`src/rtl/uart_echo_ctrl_if.sv`:
```
// Parallel-side bundle between the UART, the echo controller and the digit display.
// master = echo controller side, slave = UART/board side.
interface uart_echo_ctrl_if #(
    parameter int FIFO_DEPTH    = 8,
    parameter int ERR_CNT_WIDTH = 32
);
    localparam int LVL_W = $clog2(FIFO_DEPTH) + 1;

    logic                     rxEmpty;
    logic [7:0]               datain;
    logic                     rxRead;
    logic                     rxOverrun;
    logic                     rxFramingError;
    logic                     rxBreakDetect;
    logic                     txEmpty;
    logic [7:0]               dataout;
    logic                     txWrite;
    logic [LVL_W-1:0]         fifoLevel;
    logic [ERR_CNT_WIDTH-1:0] errorCount;
    logic                     busy;

    modport master (
        input  rxEmpty, datain, rxOverrun, rxFramingError, rxBreakDetect, txEmpty,
        output rxRead, dataout, txWrite, fifoLevel, errorCount, busy
    );

    modport slave (
        output rxEmpty, datain, rxOverrun, rxFramingError, rxBreakDetect, txEmpty,
        input  rxRead, dataout, txWrite, fifoLevel, errorCount, busy
    );
endinterface

```
`src/rtl/uart_echo_ctrl.sv`:
```
// UART echo controller: drains received bytes into a FIFO, writes them back out and counts
// receiver error events. Define UART_ECHO_CASE_SWAP_EN to flip ASCII letter case on receive.
module uart_echo_ctrl #(
    parameter int FIFO_DEPTH    = 8,
    parameter int ERR_CNT_WIDTH = 32
) (
    input logic              sysClk,
    input logic              Rst,
    uart_echo_ctrl_if.master bus
);
    localparam int AW    = $clog2(FIFO_DEPTH);
    localparam int LVL_W = AW + 1;

    typedef enum logic [1:0] {RX_IDLE, RX_READ, RX_WAIT} rxState_t;
    typedef enum logic [1:0] {TX_IDLE, TX_WRITE, TX_WAIT} txState_t;

    rxState_t rxState, rxNext;
    txState_t txState, txNext;

    logic [7:0]               mem [FIFO_DEPTH];
    logic [AW-1:0]            wrPtr, rdPtr;
    logic [LVL_W-1:0]         level;
    logic                     fifoFull, fifoEmpty;
    logic                     push, pop, loadOut;
    logic [7:0]               pushData, dataoutReg;
    logic                     busyReg;
    logic [2:0]               errFlags, errFlagsPrev_p0, errRise;
    logic [ERR_CNT_WIDTH-1:0] errCnt;

    function automatic logic [1:0] countRises(input logic [2:0] r);
        return {1'b0, r[0]} + {1'b0, r[1]} + {1'b0, r[2]};
    endfunction

    // Counter pins at all-ones instead of wrapping.
    function automatic logic [ERR_CNT_WIDTH-1:0] satAdd(input logic [ERR_CNT_WIDTH-1:0] a,
                                                        input logic [1:0] b);
        logic [ERR_CNT_WIDTH:0] sum;
        sum = {1'b0, a} + {{(ERR_CNT_WIDTH-1){1'b0}}, b};
        return sum[ERR_CNT_WIDTH] ? {ERR_CNT_WIDTH{1'b1}} : sum[ERR_CNT_WIDTH-1:0];
    endfunction

`ifdef UART_ECHO_CASE_SWAP_EN
    function automatic logic [7:0] swapCase(input logic [7:0] b);
        if ((b >= 8'h41 && b <= 8'h5A) || (b >= 8'h61 && b <= 8'h7A))
            return b ^ 8'h20;
        return b;
    endfunction

    assign pushData = swapCase(bus.datain);
`else
    assign pushData = bus.datain;
`endif

    assign fifoFull  = (level == LVL_W'(FIFO_DEPTH));
    assign fifoEmpty = (level == '0);
    assign errFlags  = {bus.rxBreakDetect, bus.rxFramingError, bus.rxOverrun};
    assign errRise   = errFlags & ~errFlagsPrev_p0;

    always_comb begin
        rxNext = rxState;
        push   = 1'b0;
        case (rxState)
            RX_IDLE:  if (!bus.rxEmpty && !fifoFull) rxNext = RX_READ;
            RX_READ:  begin
                push   = 1'b1;
                rxNext = RX_WAIT;
            end
            RX_WAIT:  rxNext = RX_IDLE;
            default:  rxNext = RX_IDLE;
        endcase
    end

    always_comb begin
        txNext  = txState;
        pop     = 1'b0;
        loadOut = 1'b0;
        case (txState)
            TX_IDLE:  if (!fifoEmpty && bus.txEmpty) begin
                txNext  = TX_WRITE;
                loadOut = 1'b1;
            end
            TX_WRITE: begin
                pop    = 1'b1;
                txNext = TX_WAIT;
            end
            TX_WAIT:  txNext = TX_IDLE;
            default:  txNext = TX_IDLE;
        endcase
    end

    always_ff @(posedge sysClk or posedge Rst) begin
        if (Rst) begin
            rxState         <= RX_IDLE;
            txState         <= TX_IDLE;
            wrPtr           <= '0;
            rdPtr           <= '0;
            level           <= '0;
            dataoutReg      <= 8'h00;
            busyReg         <= 1'b0;
            errFlagsPrev_p0 <= 3'b000;
            errCnt          <= '0;
        end else begin
            rxState <= rxNext;
            txState <= txNext;
            if (push) wrPtr <= wrPtr + AW'(1);
            if (pop)  rdPtr <= rdPtr + AW'(1);
            // Push and pop together leave the occupancy untouched.
            case ({push, pop})
                2'b10:   level <= level + LVL_W'(1);
                2'b01:   level <= level - LVL_W'(1);
                default: level <= level;
            endcase
            if (loadOut) dataoutReg <= mem[rdPtr];
            busyReg         <= !fifoEmpty || (rxState != RX_IDLE) || (txState != TX_IDLE);
            errFlagsPrev_p0 <= errFlags;
            errCnt          <= satAdd(errCnt, countRises(errRise));
        end
    end

    // Storage needs no reset: entries are only read after being written.
    always_ff @(posedge sysClk) begin
        if (push) mem[wrPtr] <= pushData;
    end

    assign bus.rxRead     = (rxState == RX_READ);
    assign bus.txWrite    = (txState == TX_WRITE);
    assign bus.dataout    = dataoutReg;
    assign bus.fifoLevel  = level;
    assign bus.errorCount = errCnt;
    assign bus.busy       = busyReg;
endmodule

```
`src/flat_wrapper.sv`:
```
// flat-port wrapper written by rule: the top's interface ports become plain ports
module uart_echo_ctrl_flat 
#(
    parameter int FIFO_DEPTH    = 8,
    parameter int ERR_CNT_WIDTH = 32
)
  (sysClk, Rst, bus_rxEmpty, bus_datain, bus_rxOverrun, bus_rxFramingError, bus_rxBreakDetect, bus_txEmpty, bus_rxRead, bus_dataout, bus_txWrite, bus_fifoLevel, bus_errorCount, bus_busy);
  uart_echo_ctrl_if #(.FIFO_DEPTH(FIFO_DEPTH), .ERR_CNT_WIDTH(ERR_CNT_WIDTH)) bus_i ();
  input logic sysClk;
  input logic Rst;
  input wire logic [$bits(bus_i.rxEmpty)-1:0] bus_rxEmpty;
  input wire logic [$bits(bus_i.datain)-1:0] bus_datain;
  input wire logic [$bits(bus_i.rxOverrun)-1:0] bus_rxOverrun;
  input wire logic [$bits(bus_i.rxFramingError)-1:0] bus_rxFramingError;
  input wire logic [$bits(bus_i.rxBreakDetect)-1:0] bus_rxBreakDetect;
  input wire logic [$bits(bus_i.txEmpty)-1:0] bus_txEmpty;
  output wire logic [$bits(bus_i.rxRead)-1:0] bus_rxRead;
  output wire logic [$bits(bus_i.dataout)-1:0] bus_dataout;
  output wire logic [$bits(bus_i.txWrite)-1:0] bus_txWrite;
  output wire logic [$bits(bus_i.fifoLevel)-1:0] bus_fifoLevel;
  output wire logic [$bits(bus_i.errorCount)-1:0] bus_errorCount;
  output wire logic [$bits(bus_i.busy)-1:0] bus_busy;
  assign bus_i.rxEmpty = bus_rxEmpty;
  assign bus_i.datain = bus_datain;
  assign bus_i.rxOverrun = bus_rxOverrun;
  assign bus_i.rxFramingError = bus_rxFramingError;
  assign bus_i.rxBreakDetect = bus_rxBreakDetect;
  assign bus_i.txEmpty = bus_txEmpty;
  assign bus_rxRead = bus_i.rxRead;
  assign bus_dataout = bus_i.dataout;
  assign bus_txWrite = bus_i.txWrite;
  assign bus_fifoLevel = bus_i.fifoLevel;
  assign bus_errorCount = bus_i.errorCount;
  assign bus_busy = bus_i.busy;
  uart_echo_ctrl #(.FIFO_DEPTH(FIFO_DEPTH), .ERR_CNT_WIDTH(ERR_CNT_WIDTH)) u_core (.sysClk(sysClk), .Rst(Rst), .bus(bus_i));
endmodule
```
`config.mk`:
```
export PLATFORM = sky130hd
export DESIGN_NAME = uart_echo_ctrl_flat
export DESIGN_NICKNAME = d
export VERILOG_FILES = /design/src/rtl/uart_echo_ctrl_if.sv /design/src/rtl/uart_echo_ctrl.sv /design/src/flat_wrapper.sv
export SDC_FILE = /design/constraint.sdc
export NUM_CORES = 1
export LEC_CHECK = 0
export ABC_AREA = 1
export CORE_MARGIN = 1.5
export CORE_UTILIZATION = 38
export DETAILED_ROUTE_END_ITERATION = 16
export PLACE_DENSITY = 0.63
export REMOVE_ABC_BUFFERS = 1
export SKIP_CTS_REPAIR_TIMING = 1
export SLEW_MARGIN = 20
export SYNTH_ARGS = -nofsm -noshare
export SYNTH_HDL_FRONTEND = slang
export SYNTH_SLANG_ARGS = --single-unit
```
`constraint.sdc`:
```
create_clock -name sysClk -period 2.51 [get_ports sysClk]
set_input_delay 0.251 -clock sysClk [delete_from_list [all_inputs] [get_ports sysClk]]
set_output_delay 0.251 -clock sysClk [all_outputs]
set_load 0.1 [all_outputs]
```
=== After elaboration in Yosys (flattened, before gate mapping) ===
Memories as Yosys holds them, arrays and structs flattened. A register that Yosys moved wholly into a read port is not among the register bits.
Cells that the tools add are included.

* Eq/ne operators: 7
* Reductions and logical operators: 13
* Add/sub/neg operators: 7
* Bitwise logic cells: 2
* Muxes and demuxes: 12

{| class="wikitable"
|+ Operators by type and width
! cell !! number
|-
| 32-bit by 2-bit adder with 33-bit output || 1
|-
| 32-bit two-way mux || 1
|-
| 2-bit one-hot mux with 2 select lines || 2
|-
| 4-bit one-hot mux with 2 select lines || 1
|-
| 3-bit by 1-bit adder with 3-bit output, second input constant || 2
|-
| 2-bit by 1-bit equality test with 1-bit output, second input constant || 3
|-
| 1-bit two-way mux || 6
|-
| 2-bit nonzero test || 3
|-
| 4-bit by 1-bit adder with 4-bit output, second input constant || 1
|-
| 4-bit equality test, second input constant || 1
|-
| 2-bit zero test || 2
|-
| 4-bit zero test || 1
|-
| 2-bit two-way mux || 2
|-
| 2-bit by 1-bit != test with 1-bit output, second input constant || 2
|-
| 4-bit by 1-bit subtractor with 4-bit output, second input constant || 1
|-
| 3-bit bitwise AND || 1
|-
| 1-bit zero test || 3
|-
| 3-bit inverter || 1
|-
| 1-bit by 1-bit adder with 2-bit output || 1
|-
| 2-bit by 1-bit adder with 2-bit output || 1
|-
| 2-bit equality test, second input constant || 1
|-
| 1-bit logical AND || 2
|-
| 1-bit logical OR || 2
|}

* Bits in registers: 50
* Memories kept: 1
* Bits in writable memories: 64
* Logic and storage cells: 50

{| class="wikitable"
|+ Memory list
! memory !! depth !! bits a word !! rd ports !! clocked after Yosys merged registers in !! write ports !! RTL line !! RTL
|-
| u_core.mem || 8 || 8 || 1 || 1 || 1 || uart_echo_ctrl.sv:20 || <nowiki>logic [7:0] mem [FIFO_DEPTH];</nowiki>
|}

=== Depth between registers and ports, before layout ===
Gate-level depths: netlist of run 1.

* Depth in word-level cells: 6
* Mapped depth: 12
* Gate-level depth less buffers: 12

=== Least setup slack after synthesis of run 1 ===
OpenSTA, ideal clock, no wires.

* Kind: register -> register
* Start point: reg u_core.rxState[1]
* End point: reg u_core.level[3], in the netlist u_core.bus.fifoLevel[3]
* Path slack: -0.643 ns
* Arrival: 3.033 ns
* Library setup time: 0.120 ns
* Stages on the path, launching flop included: 10
* Required time: 2.390 ns
* Period minus slack after synthesis: 3.153 ns
* Path through: dfrtp_1 -> nor2_1 -> inv_1 -> ha_1 -> ha_1 -> a21oi_1 -> nand2_1 -> xnor2_1 -> nand2_1 -> nand2_1

* Longest elaborated chain between the ends: 4
* Elaborated cells between the ends (all ways): 6
* Those cells by class: eq/ne (3); mux (2); reduce/logical (1)

{| class="wikitable"
|+ RTL lines
! element !! RTL line !! RTL
|-
| start: declaration || uart_echo_ctrl.sv:17 || <nowiki>rxState_t rxState, rxNext;</nowiki>
|-
| start signal: assignment || uart_echo_ctrl.sv:103 || <nowiki>rxState <= rxNext;</nowiki>
|-
| 2-bit by 1-bit equality test with 1-bit output * || -- ||
|-
| named net bus_rxRead || flat_wrapper.sv:17 || <nowiki>output wire logic [$bits(bus_i.rxRead)-1:0] bus_rxRead;</nowiki>
|-
| 1-bit two-way mux * || uart_echo_ctrl.sv:62 || <nowiki>case (rxState)</nowiki>
|-
| 2-bit by 1-bit equality test with 1-bit output or 2-bit equality test (tied branches) || uart_echo_ctrl.sv:108 || <nowiki>case ({push, pop})</nowiki>
|-
| 4-bit one-hot mux with 2 select lines or 2-bit nonzero test (tied branches) || -- ||
|-
| end signal: assignment || uart_echo_ctrl.sv:109 || <nowiki>2'b10: level <= level + LVL_W'(1);</nowiki>
|-
| end signal: assignment || uart_echo_ctrl.sv:110 || <nowiki>2'b01: level <= level - LVL_W'(1);</nowiki>
|-
| end signal: assignment || uart_echo_ctrl.sv:111 || <nowiki>default: level <= level;</nowiki>
|-
| end: declaration || uart_echo_ctrl.sv:22 || <nowiki>logic [LVL_W-1:0] level;</nowiki>
|}

Mark *: on every way through the listed nets, which the timed path passes. The rest lies on a longest branch.
A chain may end at the register's enable or synchronous reset.

=== Worst setup path after layout of run 1 ===
* Start point: reg u_core.errFlagsPrev_p0[0]
* End point: reg u_core.errCnt[20], in the netlist u_core.bus.errorCount[20]

* Longest elaborated chain between the ends: 6

{| class="wikitable"
|+ RTL lines
! element !! RTL line !! RTL
|-
| start: declaration || uart_echo_ctrl.sv:27 || <nowiki>logic [2:0] errFlags, errFlagsPrev_p0, errRise;</nowiki>
|-
| start signal: assignment || uart_echo_ctrl.sv:115 || <nowiki>errFlagsPrev_p0 <= errFlags;</nowiki>
|-
| 3-bit inverter || uart_echo_ctrl.sv:57 || <nowiki>assign errRise = errFlags & ~errFlagsPrev_p0;</nowiki>
|-
| 3-bit bitwise AND || uart_echo_ctrl.sv:57 ||
|-
| 1-bit by 1-bit adder with 2-bit output || uart_echo_ctrl.sv:31 || <nowiki>return {1'b0, r[0]} + {1'b0, r[1]} + {1'b0, r[2]};</nowiki>
|-
| 2-bit by 1-bit adder with 2-bit output || uart_echo_ctrl.sv:31 ||
|-
| 32-bit by 2-bit adder with 33-bit output || uart_echo_ctrl.sv:38 || <nowiki>sum = {1'b0, a} + {{(ERR_CNT_WIDTH-1){1'b0}}, b};</nowiki>
|-
| 32-bit two-way mux || uart_echo_ctrl.sv:39 || <nowiki>return sum[ERR_CNT_WIDTH] ? {ERR_CNT_WIDTH{1'b1}} : sum[ERR_CNT_WIDTH-1:0];</nowiki>
|-
| end signal: assignment || uart_echo_ctrl.sv:116 || <nowiki>errCnt <= satAdd(errCnt, countRises(errRise));</nowiki>
|-
| end: declaration || uart_echo_ctrl.sv:28 || <nowiki>logic [ERR_CNT_WIDTH-1:0] errCnt;</nowiki>
|}

No other way between the ends.

==> results.txt, run 1 <==
number of violations reported at the end of detailed-routing iteration 0 -> 208
data arrival time of the worst path -> 2680 ps
number of flops mapped to enable cells by yosys -> 64
overall die width -> 125 um
max-cap violation count -> 0
most instantiated library cell after synthesis -> nand2_1
part of the total power dissipated in the clock network -> 29.9%
Synth Area per Inst -> 9.31 um^2
GRT overflow -> 0
pin count of the biggest net entering global routing -> 42
total routing usage reported by global routing -> 17.6%
initial core utilization -> 38.8%
Non-Filler Instances -> 890
worst slack at placement -> -321 ps
number of instances in the synthesized netlist -> 603
Syn Std Cell Area -> 5610 um^2
vertical extent of the die -> 125 um
clock insertion delay at the later pin of the skew report -> 420 ps
proportion of synthesized chip area in sequential cells -> 60.1%
worst max-slew margin expressed relative to the limit -> 33.7%
cell at the root of the clock tree -> clkbuf_16
proportion of synthesized area in mux cells -> 0%
number of different library cells in the post-synthesis netlist -> 27
Detailed Routing Iterations Pass 1 -> 4
cell internal power dissipation -> 0.00493 W
share of Yosys cell area claimed by the top area cell type -> 34.2%
compound-gate portion of the synthesized area -> 3.32%
routed vias/inst -> 4.81
combinational group share of total power -> 38.1%
net switching power of the design -> 0.00354 W
Max Root-Sink Buffers -> 2
detailed placement HPWL -> 8600 um
number of global-route vias before repair -> 4178
Switching Fraction -> 41.8%
post-synthesis share of cell area spent on xor and xnor gates -> 2.50%
Power Density -> 1190 nW/um^2
top-level I/O count -> 62
HP Class -> in2async
worst supply voltage drop on vdd -> 911 uV
clock tree from TritonCTS -> built
CP Data Required Time -> 2800 ps
cells along the critical path -> nor2_2 > fa_1 > ha_1 > fa_1 > nand2_2 > nor2_4 > nand2_2 > nor2_4 > nand3b_4 > buf_4 > nand3_1
ys async rst share -> 47.5%
number of sinks driven by the clock tree -> 122
Critical-path top delay cell -> fa_1
number of buffers and inverters on the critical path -> 1
number of remaining DRC errors -> 0
clock tree skew after final layout -> 9.40 ps
RSZ-0062 raised after global routing -> no
Max Slew Vio Count -> 0
Setup CP Type -> reg2reg
dominant cells by area after synthesis -> edfxtp_1 34%, dfrtp_1 26%, nand2_1 11%, nor2_1 7.4%, nand3_1 4.6%
number of buffers added on ports -> 61
slew at the pin closest to its max-slew limit -> 994 ps
largest area contributor in the netlist -> edfxtp_1
time the worst path needs with I/O delays and setup -> 2390 ps
critical path peak fanout -> 5
number of routed nets with antenna violations -> 0
total of endpoints with negative setup slack in the final report -> 0
Post-Synth Adder-Cell Area -> 2.63%
maximum clock rate -> 419 MHz
wire length of the first global-routing pass -> 21100 um
final critical-path share of the clock period -> 95.2%
crit path launch type -> flip-flop
gate family responsible for the most delay along the worst path -> adder cells
count of nets after finishing -> 718
total number of placement rows -> 44
routability cong. -> 0.835
commonest cells in the synthesized netlist -> 168 x nand2_1, 110 x nor2_1, 64 x edfxtp_1
Layout area overhead -> 26.3%
placeable core region -> 14500 um^2
sum of routed wire length over all layers -> 13000 um
warning count from the yosys run -> 0
largest stage delay on the critical path -> 430 ps
leakage power -> 3.14 nW
number of antenna violations at the first check in global routing -> 0
largest family of logic cells by synthesized area -> simple AND/OR/NAND/NOR gates
maximum level of the CTS H-tree -> 4
full die area -> 15500 um^2
main flop type after synthesis -> edfxtp_1
area share of and/or/nand/nor cells after synthesis -> 26.5%
total clock buffers created by CTS -> 17
placed cell count -> 858
Antenna Diode Count -> 0
average routed wire per standard cell -> 14.6 um
hold violation total from the final report -> 0
count of vias placed by the detailed router -> 4285
post-layout worst setup margin -> 121 ps
kind of end point of the critical path -> flip-flop
ratio of cells with drive above 1 in the final layout -> 16.1%
sequential share of power -> 32.0%
status -> finished, final reports clean
number of synthesized register bits -> 122
Clk pin slew, worst setup/hold paths -> 60 ps
[layout make-up]
cell class              instances  area (um^2)
fillers                      1337         7390
flip-flops and latches        122         3370
multi-input cells             414         1970
repair buffers                 85          711
clock buffers                  18          429
well taps                     184          230
inverters                      53          199
clock inverters                14          178
[per-layer routing]
layer	up-vias	part of all wire (%)	GRT usage, %	routed length, um
met5	-	0	0	0
met4	0	1.2	5.81	161
met3	17	5.9	5.50	770
met2	129	49	29.4	6410
met1	2014	44	21.7	5660
li1	2125	-	-	-
[power by group through the flow]
stage | Clock, W | Sequential (W) | Combinational [W]
6_report | 0.00253 | 0.00271 | 0.00323
5_1_grt | 0.00267 | 0.00276 | 0.00352
4_1_cts | 0.00256 | 0.00271 | 0.00326
3_5_place_dp | 0 | 0.00274 | 0.00325
3_3_place_gp | 0 | 0.00274 | 0.00319
2_1_floorplan | 0 | 0.00386 | 0.00126
[logic make-up (layout without fill, tap and decap cells)]
| logic type | after synthesis | after routing |
|---|---|---|
| XOR/XNOR | 16 | 16 |
| buffers and inverters | 67 | 170 |
| adder cells (fa/ha/maj) | 10 | 10 |
| AO/OA/AOI/OAI | 36 | 36 |
| AND/OR/NAND/NOR | 352 | 352 |
| flip-flops | 122 | 122 |
[per-stage QoR]
stage	utilization, %	total power, W	setup TNS [ps]	hold slack [ps]	instance area, um^2
5_1_grt	49.0	0.00895	0	174	7090
6_report	49.0	0.00847	0	157	7090
4_1_cts	48.9	0.00854	0	160	7080
3_5_place_dp	44.7	0.00600	-9460	443	6470
2_1_floorplan	-	0.00512	-46440	282	5530
3_3_place_gp	44.7	0.00593	-7030	435	6470
[final timing paths]
| path | start | end | slack, ps | cells after the start |
|---|---|---|---|---|
| hold / removal | Rst | u_core.bus.errorCount[27] | 160 | 2 |
| setup / recovery | u_core.errFlagsPrev_p0[0] | u_core.bus.errorCount[20] | 120 | 11 |
| min in group sysClk | bus_rxFramingError | u_core.errFlagsPrev_p0[1] | 310 | 1 |
| setup reg to reg | u_core.errFlagsPrev_p0[0] | u_core.bus.errorCount[20] | 120 | 11 |
| hold reg to reg | u_core.txState[1] | u_core.txState[1] | 450 | 1 |
| max in group asynchronous | Rst | u_core.bus.errorCount[22] | 1790 | 3 |
[flip-flops by register name (all words and copies together), names as in the netlist]
signal	flops
u_core.bus.busy	1
u_core.bus.dataout	8
u_core.bus.errorCount	32
u_core.bus.fifoLevel	4
u_core.errFlagsPrev_p0	3
u_core.mem	64
u_core.rdPtr	3
u_core.rxState	2
u_core.txState	2
u_core.wrPtr	3
[cells in the final DEF, fill, tap and decap left out, types with 3 or more instances in the layout]
cell and n:
nand4_1 3, dfrtp_1 58, clkbuf_16 17, edfxtp_1 64, nand3_2 3, nor2_1 108, bufinv_16 4, clkinv_1 5
buf_4 68, fa_1 3, clkinv_2 5, xor2_1 10, nand3_1 52, nand2_1 168, nand3b_1 8, ha_1 7
xnor2_1 6, o21ai_0 33, clkdlybuf4s50_1 14, nor2_4 3, buf_12 3, inv_1 49
[worst reg2reg max path, stage by stage, from the launching register on]
cell	delay, ps
dfrtp_1	380
nor2_2	130
fa_1	430
ha_1	240
fa_1	400
nand2_2	120
nor2_4	50
nand2_2	110
nor2_4	60
nand3b_4	110
buf_4	150
nand3_1	70
(Power assumes the default switching activity.)
==> inputs of run 2 (changes only) <==
--- a/config.mk
+++ b/config.mk
@@ -6,7 +6,7 @@
 export NUM_CORES = 1
 export LEC_CHECK = 0
 export ABC_AREA = 1
-export CORE_MARGIN = 1.5
+export CORE_MARGIN = 3
 export CORE_UTILIZATION = 38
 export DETAILED_ROUTE_END_ITERATION = 16
 export PLACE_DENSITY = 0.63
==> run 2 against run 1 <==
Clock power is 2% lower. Critical endpoint is now u_core.bus.errorCount[25]. Final cell count is 0.67% lower. Flip-flop and latch count stayed put. Clock skew is 1.5 ps lower. Cell area hardly changed. Global-route usage is 0.56 points lower. Setup slack better by 37 ps. Wire length is 1.9% higher. Via count is 0.89% higher.
==> results.txt, run 2 (synthesis gave the netlist of run 1 again) <==
status -> finished, final reports clean
Power Density -> 1190 nW/um^2
initial core utilization -> 39.7%
wire length of the first global-routing pass -> 21500 um
number of flip-flops in the largest register -> 64
overall die width -> 128 um
routability cong. -> 0.809
Setup CP Type -> reg2reg
worst slack at placement -> -328 ps
leading cell types in the layout, fill and taps excluded -> 168 x nand2_1, 107 x nor2_1, 66 x buf_4, 64 x edfxtp_1, 58 x dfrtp_1
post-layout worst setup margin -> 158 ps
average routed wire per standard cell -> 15.0 um
number of global-route vias before repair -> 4270
total number of placement rows -> 43
total clock buffers created by CTS -> 17
number of fillers in the final layout -> 1275
most frequent standard cell in the layout excluding fill and tap cells -> nand2_1
ratio of cells with drive above 1 in the final layout -> 16.2%
critical path peak fanout -> 16
kind of end point of the critical path -> flip-flop
max-cap violation count -> 0
clock insertion delay at the later pin of the skew report -> 410 ps
placeable core region -> 14100 um^2
Clk pin slew, worst setup/hold paths -> 60 ps
total routing usage reported by global routing -> 17.0%
met1 wire length -> 5800 um
WL met3 -> 699 um
full die area -> 16300 um^2
Top reg by flops -> u_core.mem
slew at the pin closest to its max-slew limit -> 929 ps
fin util -> 50.1%
clock tree skew after final layout -> 7.88 ps
count of nets after finishing -> 716
count of vias placed by the detailed router -> 4323
cell at the root of the clock tree -> clkbuf_16
vertical extent of the die -> 128 um
number of cells on the worst reg-to-reg path -> 11
maximum clock rate -> 425 MHz
detailed placement HPWL -> 8960 um
worst supply voltage drop on vdd -> 546 uV
register-to-register setup slack -> 160 ps
RSZ-0062 raised after global routing -> no
sum of routed wire length over all layers -> 13200 um
number of buffers added on ports -> 61
number of routed nets with antenna violations -> 0
routed vias/inst -> 4.89
total of endpoints with negative setup slack in the final report -> 0
top routing layer used -> met4
number of violations reported at the end of detailed-routing iteration 0 -> 217
GRT overflow -> 0
HP Class -> in2async
worst flop-to-flop path startpoint -> u_core.errFlagsPrev_p0[0]
leakage power -> 3.14 nW
met2 wire len -> 6590 um
number of antenna violations at the first check in global routing -> 0
number of remaining DRC errors -> 0
pin count of the biggest net entering global routing -> 36
Reg2Reg Capture Point -> u_core.bus.errorCount[25]
time the worst path needs with I/O delays and setup -> 2350 ps
Detailed Routing Iterations Pass 1 -> 4
hold violation total from the final report -> 0
Antenna Diode Count -> 0
data arrival time of the worst path -> 2640 ps
maximum level of the CTS H-tree -> 4
crit path launch type -> flip-flop
crit path to -> u_core.bus.errorCount[25]
top-level I/O count -> 62
Max Root-Sink Buffers -> 2
CP Data Required Time -> 2800 ps
worst max-slew margin expressed relative to the limit -> 38.0%
Max Slew Vio Count -> 0
number of sinks driven by the clock tree -> 122
Worst Setup SP -> u_core.errFlagsPrev_p0[0]
final critical-path share of the clock period -> 93.7%
Layout area overhead -> 26.3%
clock tree from TritonCTS -> built
[run 2: changes by cell type in the layout (fill, tap and decap cells not counted)]
cell        change
nor2_1          -1
buf_4           -2
clkbuf_16       +2
ha_2            +1
nor2_2          +1
clkbuf_8        +2
bufinv_16       -2
clkbuf_1        +1
clkinv_2        -3
clkinv_4        +2
ha_1            -1
clkinv_1        -1
clkinvlp_4      -1
[run 2: how the worst min path moves through the flow]
stage,from,end,depth (start not counted)
final,Rst,u_core.bus.fifoLevel[2],2
after global routing,Rst,u_core.bus.dataout[1],2
after CTS,Rst,u_core.bus.fifoLevel[2],2
after detailed placement,u_core.rxState[1],u_core.rxState[1],1
after global placement,u_core.txState[1],u_core.txState[1],1
after floorplan,bus_rxOverrun,u_core.errFlagsPrev_p0[0],0
[run 2: metrics by stage]
| stage | setup TNS (ps) | instance area, um^2 | hold slack (ps) | cells | total power [W] |
|---|---|---|---|---|---|
| 2_1_floorplan | -46440 | 5530 | 282 | 589 | 0.00512 |
| 3_3_place_gp | -7240 | 6450 | 436 | 852 | 0.00589 |
| 3_5_place_dp | -9350 | 6450 | 442 | 852 | 0.00597 |
| 4_1_cts | 0 | 7070 | 244 | 884 | 0.00849 |
| 5_1_grt | 0 | 7090 | 279 | 884 | 0.00888 |
| 6_report | 0 | 7090 | 225 | 884 | 0.00842 |
[run 2: critical path, cell delays in order, from the launching register on]
cell      delay, ps
dfrtp_1         370
nor2_2          130
fa_1            440
ha_2            220
fa_1            400
nand2_2         120
nor2_4           50
nand2_2         100
nor2_4           60
nand3b_4        100
buf_12          150
nand3_1          90
[run 2: report_power, final]
part	switching [W]	leakage, nW	internal [W]	total [W]
sequential	0.000251	1.32	0.00246	0.00271
combinational	0.00240	1.51	0.000820	0.00322
clock	0.000858	0.305	0.00163	0.00249
total	0.00351	3.14	0.00491	0.00842
[run 2: routing by layer]
layer | GRT usage [%] | vias up
met5 | 0 | -
met4 | 5.62 | 0
met2 | 28.9 | 121
met3 | 4.56 | 12
li1 | - | 2124
met1 | 21.1 | 2066
[run 2: layout make-up]
type / count / area, um^2 / share of cell area, %
well taps: 180 / 225 / 3.18
inverters: 53 / 199 / 2.81
clock buffers: 23 / 510 / 7.20
clock inverters: 9 / 109 / 1.54
flip-flops and latches: 122 / 3370 / 47.6
repair buffers: 83 / 696 / 9.82
multi-input cells: 414 / 1970 / 27.9
==> inputs of run 3 (changes only) <==
--- a/config.mk
+++ b/config.mk
@@ -8,6 +8,7 @@
 export ABC_AREA = 1
 export CORE_MARGIN = 3
 export CORE_UTILIZATION = 38
+export CTS_CLUSTER_SIZE = 24
 export DETAILED_ROUTE_END_ITERATION = 16
 export PLACE_DENSITY = 0.63
 export REMOVE_ABC_BUFFERS = 1
==> results of run 3 <==
The final DEF is identical to that of run 2; final timing and power are the same.
